File: config.mk
export PLATFORM = sky130hd
export DESIGN_NAME = ps2_key_state_tracker
export DESIGN_NICKNAME = d
export VERILOG_FILES = /design/src/rtl/ps2_key_state_tracker_pkg.sv /design/src/rtl/ps2_key_state_tracker_byte_receiver.sv /design/src/rtl/ps2_key_state_tracker.sv
export SDC_FILE = /design/constraint.sdc
export NUM_CORES = 1
export LEC_CHECK = 0
export ABC_AREA = 0
export CAP_MARGIN = 30
export CORE_MARGIN = 4
export CORE_UTILIZATION = 30
export CTS_CLUSTER_SIZE = 24
export DETAILED_ROUTE_END_ITERATION = 6
export PLACE_DENSITY = 0.51
export SYNTH_ARGS = -nofsm -noshare
export SYNTH_HDL_FRONTEND = slang
export SYNTH_SLANG_ARGS = --single-unit
File: constraint.sdc
create_clock -name clk -period 10.5 [get_ports clk]
set_input_delay 2.625 -clock clk [delete_from_list [all_inputs] [get_ports clk]]
set_output_delay 2.625 -clock clk [all_outputs]
set_load 0.01 [all_outputs]
File: src/rtl/ps2_key_state_tracker_pkg.sv
// Shared constants for the PS/2 key-state tracker: key indices, Set-2 scancodes,
// FSM state types and the scancode-to-key lookup.
package ps2_key_state_tracker_pkg;

  localparam int NUMBEROFKEYBOARDINPUTS = 16;
  localparam int KEY_INDEX_W = 5;

  // Note keys follow a piano layout on the home and upper letter rows
  localparam logic [4:0] keyNoteC     = 5'd0;
  localparam logic [4:0] keyNoteCs    = 5'd1;
  localparam logic [4:0] keyNoteD     = 5'd2;
  localparam logic [4:0] keyNoteDs    = 5'd3;
  localparam logic [4:0] keyNoteE     = 5'd4;
  localparam logic [4:0] keyNoteF     = 5'd5;
  localparam logic [4:0] keyNoteFs    = 5'd6;
  localparam logic [4:0] keyNoteG     = 5'd7;
  localparam logic [4:0] keyNoteGs    = 5'd8;
  localparam logic [4:0] keyNoteA     = 5'd9;
  localparam logic [4:0] keyNoteAs    = 5'd10;
  localparam logic [4:0] keyNoteB     = 5'd11;
  localparam logic [4:0] keyNoteC2    = 5'd12;
  localparam logic [4:0] keySpacebar  = 5'd13;
  localparam logic [4:0] keyR         = 5'd14;
  localparam logic [4:0] keyBackslash = 5'd15;

  localparam logic [7:0] SC_SPACE     = 8'h29;
  localparam logic [7:0] SC_R         = 8'h2D;
  localparam logic [7:0] SC_BACKSLASH = 8'h5D;
  localparam logic [7:0] PREFIX_EXT   = 8'hE0;
  localparam logic [7:0] PREFIX_BREAK = 8'hF0;
  localparam logic [7:0] BYTE_BAT_OK  = 8'hAA;
  localparam logic [7:0] BYTE_ACK     = 8'hFA;
  localparam logic [7:0] BYTE_RESEND  = 8'hFE;
  localparam logic [7:0] BYTE_OVF_LO  = 8'h00;
  localparam logic [7:0] BYTE_OVF_HI  = 8'hFF;

  typedef enum logic [1:0] {RX_IDLE, RX_DATA, RX_PARITY, RX_STOP} rx_state_t;
  typedef enum logic [1:0] {DEC_WAIT, DEC_GOT_E0, DEC_GOT_F0, DEC_GOT_E0F0} dec_state_t;

  typedef struct packed {
    logic                   valid;
    logic [KEY_INDEX_W-1:0] index;
  } key_lookup_t;

  // No extended (E0-prefixed) key is tracked, so those codes always miss
  function automatic key_lookup_t lookup_key(input logic ext, input logic [7:0] code);
    key_lookup_t r;
    r.valid = 1'b1;
    r.index = '0;
    if (ext) begin
      r.valid = 1'b0;
    end else begin
      case (code)
        8'h1C:        r.index = keyNoteC;
        8'h1D:        r.index = keyNoteCs;
        8'h1B:        r.index = keyNoteD;
        8'h24:        r.index = keyNoteDs;
        8'h23:        r.index = keyNoteE;
        8'h2B:        r.index = keyNoteF;
        8'h2C:        r.index = keyNoteFs;
        8'h34:        r.index = keyNoteG;
        8'h35:        r.index = keyNoteGs;
        8'h33:        r.index = keyNoteA;
        8'h3C:        r.index = keyNoteAs;
        8'h3B:        r.index = keyNoteB;
        8'h42:        r.index = keyNoteC2;
        SC_SPACE:     r.index = keySpacebar;
        SC_R:         r.index = keyR;
        SC_BACKSLASH: r.index = keyBackslash;
        default:      r.valid = 1'b0;
      endcase
    end
    return r;
  endfunction

endpackage

File: src/rtl/ps2_key_state_tracker_byte_receiver.sv
// PS/2 frame receiver: synchronizes the raw lines, samples on falling ps2Clk
// edges and delivers checked bytes or a frame-error pulse.
module ps2_byte_receiver
  import ps2_key_state_tracker_pkg::*;
#(
  parameter int TIMEOUT_CYCLES = 50000
) (
  input  logic       clk,
  input  logic       rst,
  input  logic       ps2Clk,
  input  logic       ps2Data,
  output logic       byteValid,
  output logic [7:0] byteData,
  output logic       frameError
);

  localparam int CW = $clog2(TIMEOUT_CYCLES + 1);
  localparam logic [CW-1:0] IDLE_LIMIT = CW'(TIMEOUT_CYCLES - 1);

  logic [1:0]    clk_sync;
  logic [1:0]    data_sync;
  logic          clk_prev;
  logic          fall;
  logic          bit_in;
  rx_state_t     state;
  logic [7:0]    shift_reg;
  logic [2:0]    bit_cnt;
  logic          parity_bit;
  logic [CW-1:0] idle_cnt;

  // Lines idle high, so the synchronizers reset to 1 to avoid a phantom edge
  always_ff @(posedge clk or posedge rst) begin
    if (rst) begin
      clk_sync  <= 2'b11;
      data_sync <= 2'b11;
      clk_prev  <= 1'b1;
    end else begin
      clk_sync  <= {clk_sync[0], ps2Clk};
      data_sync <= {data_sync[0], ps2Data};
      clk_prev  <= clk_sync[1];
    end
  end

  assign fall   = clk_prev & ~clk_sync[1];
  assign bit_in = data_sync[1];

  always_ff @(posedge clk or posedge rst) begin
    if (rst) begin
      state      <= RX_IDLE;
      shift_reg  <= '0;
      bit_cnt    <= '0;
      parity_bit <= 1'b0;
      idle_cnt   <= '0;
      byteValid  <= 1'b0;
      byteData   <= '0;
      frameError <= 1'b0;
    end else begin
      byteValid  <= 1'b0;
      frameError <= 1'b0;
      if (fall) begin
        idle_cnt <= '0;
        case (state)
          RX_IDLE: begin
            if (!bit_in) begin
              state   <= RX_DATA;
              bit_cnt <= '0;
            end
          end
          RX_DATA: begin
            shift_reg <= {bit_in, shift_reg[7:1]};
            bit_cnt   <= bit_cnt + 3'd1;
            if (bit_cnt == 3'd7) state <= RX_PARITY;
          end
          RX_PARITY: begin
            parity_bit <= bit_in;
            state      <= RX_STOP;
          end
          RX_STOP: begin
            if (bit_in && (^{shift_reg, parity_bit})) begin
              byteValid <= 1'b1;
              byteData  <= shift_reg;
            end else begin
              frameError <= 1'b1;
            end
            state <= RX_IDLE;
          end
          default: state <= RX_IDLE;
        endcase
      end else if (state != RX_IDLE) begin
        if (idle_cnt == IDLE_LIMIT) begin
          state      <= RX_IDLE;
          frameError <= 1'b1;
          idle_cnt   <= '0;
        end else begin
          idle_cnt <= idle_cnt + CW'(1);
        end
      end else begin
        idle_cnt <= '0;
      end
    end
  end

endmodule

File: src/rtl/ps2_key_state_tracker.sv
// Top level: decodes Set-2 make/break sequences from the byte receiver into
// the held-key vector and a one-cycle event strobe per key transition.
module ps2_key_state_tracker
  import ps2_key_state_tracker_pkg::*;
#(
  parameter int TIMEOUT_CYCLES = 50000
) (
  input  logic                              clk,
  input  logic                              resetn,
  input  logic                              ps2Clk,
  input  logic                              ps2Data,
  output logic [NUMBEROFKEYBOARDINPUTS-1:0] inputStateStorage,
  output logic                              keyEvent,
  output logic [KEY_INDEX_W-1:0]            keyEventIndex,
  output logic                              keyEventPressed,
  output logic                              frameError
);

  localparam int N = NUMBEROFKEYBOARDINPUTS;

  logic        byte_valid;
  logic [7:0]  byte_data;
  dec_state_t  dec_state;
  logic        code_ext;
  logic        code_brk;
  logic        is_ignored;
  logic        is_overflow;
  key_lookup_t hit;
  logic [N-1:0] key_mask;
  logic        key_held;

  ps2_byte_receiver #(
    .TIMEOUT_CYCLES(TIMEOUT_CYCLES)
  ) u_receiver (
    .clk       (clk),
    .rst       (resetn),
    .ps2Clk    (ps2Clk),
    .ps2Data   (ps2Data),
    .byteValid (byte_valid),
    .byteData  (byte_data),
    .frameError(frameError)
  );

  always_comb begin
    code_ext    = (dec_state == DEC_GOT_E0) || (dec_state == DEC_GOT_E0F0);
    code_brk    = (dec_state == DEC_GOT_F0) || (dec_state == DEC_GOT_E0F0);
    is_ignored  = (byte_data == BYTE_BAT_OK) || (byte_data == BYTE_ACK) ||
                  (byte_data == BYTE_RESEND);
    is_overflow = (byte_data == BYTE_OVF_LO) || (byte_data == BYTE_OVF_HI);
    hit         = lookup_key(code_ext, byte_data);
    key_mask    = {{(N-1){1'b0}}, 1'b1} << hit.index;
    key_held    = |(inputStateStorage & key_mask);
  end

  // A make on a released key or a break on a held key toggles that bit;
  // typematic repeats and stray breaks match neither case and are dropped
  always_ff @(posedge clk or posedge resetn) begin
    if (resetn) begin
      dec_state         <= DEC_WAIT;
      inputStateStorage <= '0;
      keyEvent          <= 1'b0;
      keyEventIndex     <= '0;
      keyEventPressed   <= 1'b0;
    end else begin
      keyEvent <= 1'b0;
      if (frameError) begin
        dec_state <= DEC_WAIT;
      end else if (byte_valid && !is_ignored) begin
        if (is_overflow) begin
          inputStateStorage <= '0;
          dec_state         <= DEC_WAIT;
        end else if (dec_state == DEC_WAIT && byte_data == PREFIX_EXT) begin
          dec_state <= DEC_GOT_E0;
        end else if (dec_state == DEC_WAIT && byte_data == PREFIX_BREAK) begin
          dec_state <= DEC_GOT_F0;
        end else if (dec_state == DEC_GOT_E0 && byte_data == PREFIX_BREAK) begin
          dec_state <= DEC_GOT_E0F0;
        end else begin
          dec_state <= DEC_WAIT;
          if (hit.valid && (code_brk == key_held)) begin
            inputStateStorage <= inputStateStorage ^ key_mask;
            keyEvent          <= 1'b1;
            keyEventIndex     <= hit.index;
            keyEventPressed   <= ~code_brk;
          end
        end
      end
    end
  end

endmodule

==> flow_metrics.py <==
metrics = {
    "floorplanning": {
        "initial_core_util": 0.3069,
        "die-width_um": 121.9,
        "coreArea_um2": 12670,
        "io_pins": 28,
        "dieArea_um2": 14850,
        "die_h_um": 121.9,
        "num_rows": 41,
    },
    "route": {
        "first_pass_iters": 4,
        "drtAntennaViolNets": 0,
        "wl_per_cell_um": 13.52,
        "num_vias": 2751,
        "drc": 0,
        "first_iter_violations": 200,
        "wirelength_um": 7654,
        "drt-vias-per-instance": 4.860,
    },
    "timing": {
        "setup_viol_count_final": 0,
        "finalClockSkew_ns": 0.006599,
        "fmax_ghz": 0.2271,
        "final_hold_viol_count": 0,
        "layout_worst_path_cycle_share": 0.4194,
        "worstMarginPinSlew_ns": 0.8871,
        "maxSlewViolCount": 0,
        "maxSlewHeadroom": 0.4086,
        "rsz0062_at_grt": "false",
        "min_period_ns": 4.404,
        "tns_ns": 0,
        "hold_ws_ns": 0.3548,
        "setup_ws_ns": 6.096,
    },
    "place": {
        "dp_slack_ns": 6.087,
        "dp.cells": 550,
        "gp_congestion": 0.7834,
        "port_buffers": 26,
        "dp_hpwl_um": 5400,
    },
    "logic_synthesis": {
        "synth_cells": 368,
        "yosysUniqueCellTypes": 59,
        "synth_ff_type": "dfrtp_1",
        "synth-edff-count": 0,
        "syn_area_um2": 3889,
        "async_flop_share": 1.000,
        "ys_ff_latch": 69,
        "syn_avg_cell_area_um2": 10.57,
        "syn_nets": 395,
        "yosysWarnings": 0,
        "ys_seq_area_frac": 0.4456,
    },
    "finish": {
        "mostFrequentLayoutCells": "dfrtp_1, nand2_1, nor2_1",
        "diodes": 0,
        "finalNonFillerCells": 566,
        "reg_top3": "inputStateStorage x16, u_receiver.idle_cnt x16",
        "n_fill_cell": 1307,
        "drive_gt1_frac": 0.1294,
        "synthToLayoutAreaGrowth_pct": 16.86,
        "final_common_cell": "dfrtp_1",
        "nets": 416,
        "utilization": 0.3586,
    },
    "clock_network": {
        "cts_sinks": 69,
        "post_cts_resized": 0,
        "post_cts_buffers": 0,
        "cts_max_path_buffers": 2,
        "hold_buffers": 0,
        "clkLatencyLatePin_ns": 0.33,
        "cts_tree": "yes",
        "root_buffer": "clkbuf_16",
        "numCtsBuffers": 9,
        "htree_levels": 3,
        "path_clk_slew_ns": 0.06,
    },
    "critical_path": {
        "worst-path-max-fanout": 18,
        "critPathKind": "register to register",
        "required_ns": 10.71,
        "path_cells": "and4bb_2 > o311ai_1 > and4_4 > a41o_1 > nor3_1 > ha_1 > nor4_1 > nand4_1 > mux2i_1 > a2111oi_4 > buf_4 > mux2_2",
        "worstSetupEndpointType": "register",
        "crit_path_top_delay_cell": "a2111oi_4",
        "cpPeakStageDelay_ns": 0.75,
        "r2r_cells": 12,
        "worstPathArrival_ns": 4.61,
        "cp-start-kind": "register",
    },
    "global_routing": {
        "grt_max_degree": 70,
        "grt_overflow": 0,
        "grt_usage": 0.1100,
        "grt_first_pass_wirelength_um": 13030,
        "grt_pass1_vias": 2564,
        "antenna_found_initial": 0,
    },
    "status": {
        "status": "completed",
    },
    "hold_path": {
        "holdCritPathClass": "register to register",
        "whs_path_depth": 0,
    },
    "power_and_ir_drop": {
        "powerDensity_nw_per_um2": 147.5,
        "power_leakage_nw": 1.988,
        "ir_drop_mv": 0.09216,
    },
    "run": {
        "cap_violations": 0,
    },
}
## cells in the mapped netlist, types with 7 or more instances
cell / n / area, um^2
mux2_2: 19 / 214.0
inv_1: 24 / 90.09
ha_1: 23 / 287.8
xnor2_1: 15 / 131.4
nand3_1: 9 / 45.04
o21ai_0: 8 / 40.04
nor4_1: 13 / 81.33
nand2_1: 27 / 101.4
clkbuf_1: 9 / 33.78
and3_1: 9 / 56.30
mux2i_1: 21 / 210.2
dfrtp_1: 64 / 1602
nand4_1: 10 / 62.56
nor2_1: 27 / 101.4
nor3_1: 7 / 35.03
## cell families (layout without fill, tap and decap cells)
family,after synthesis,count (layout),share of synthesized area
and+or+nand+nor,138,138,0.2024
other,1,1,0.0009643
AOI/OAI and AO/OA,32,32,0.06307
buffers and inverters,43,69,0.05051
DFF,69,69,0.4456
muxes,42,42,0.1149
xor gates and xnor gates,20,20,0.04858
adders and majority gates,23,23,0.07400
## cell type report
cell class	count	area, um^2	area share
clock buffers	14	254.0	0.05589
clock inverters	2	10.01	0.002203
inverters	24	90.09	0.01982
multi-input cells	256	1959	0.4312
flip-flops and latches	69	1733	0.3813
well taps	172	215.2	0.04736
repair buffers	29	282.8	0.06222
## where the power goes
group / internal (mW) / total, mW / switching [mW]
clock network: 0.166 / 0.270 / 0.105
logic: 0.0435 / 0.0934 / 0.0499
registers: 0.287 / 0.306 / 0.0197
total: 0.496 / 0.670 / 0.174
## layer usage
metal / wire, um / vias to the layer above / track usage
met4: 134 / 0 / 0.04482
met3: 355 / 11 / 0.03203
met1: 3816 / 1336 / 0.1579
li1: - / 1350 / -
met5: 0 / - / 0
met2: 3347 / 54 / 0.1544
## critical path, delay by kind of cell, from the launching register on
family | cells | cell delay, ns
flops | 1 | 0.68
fa+ha+maj | 1 | 0.18
mux | 2 | 0.55
buf+inv | 1 | 0.37
compound gates | 3 | 1.32
simple gates | 5 | 1.16
## metrics by stage
stage | cell area (um^2) | total power [mW]
floorplan | 3889 | 0.3834
global placement | 4280 | 0.4035
detailed placement | 4280 | 0.4067
CTS | 4544 | 0.6829
global route | 4544 | 0.7093
finish | 4544 | 0.6702
## final timing paths
path                                          from                 endpoint  slack [ns]
max                         u_receiver.byteData[1]         keyEventIndex[2]        6.10
min in group asynchronous                   resetn    u_receiver.bit_cnt[0]        2.86
min reg2reg                u_receiver.data_sync[0]  u_receiver.data_sync[1]        0.35
max in group asynchronous                   resetn  u_receiver.idle_cnt[10]        7.03
max reg2reg                 u_receiver.byteData[1]         keyEventIndex[2]        6.10
min                        u_receiver.data_sync[0]  u_receiver.data_sync[1]        0.35
Note: power is estimated with default switching activity, not from simulation.
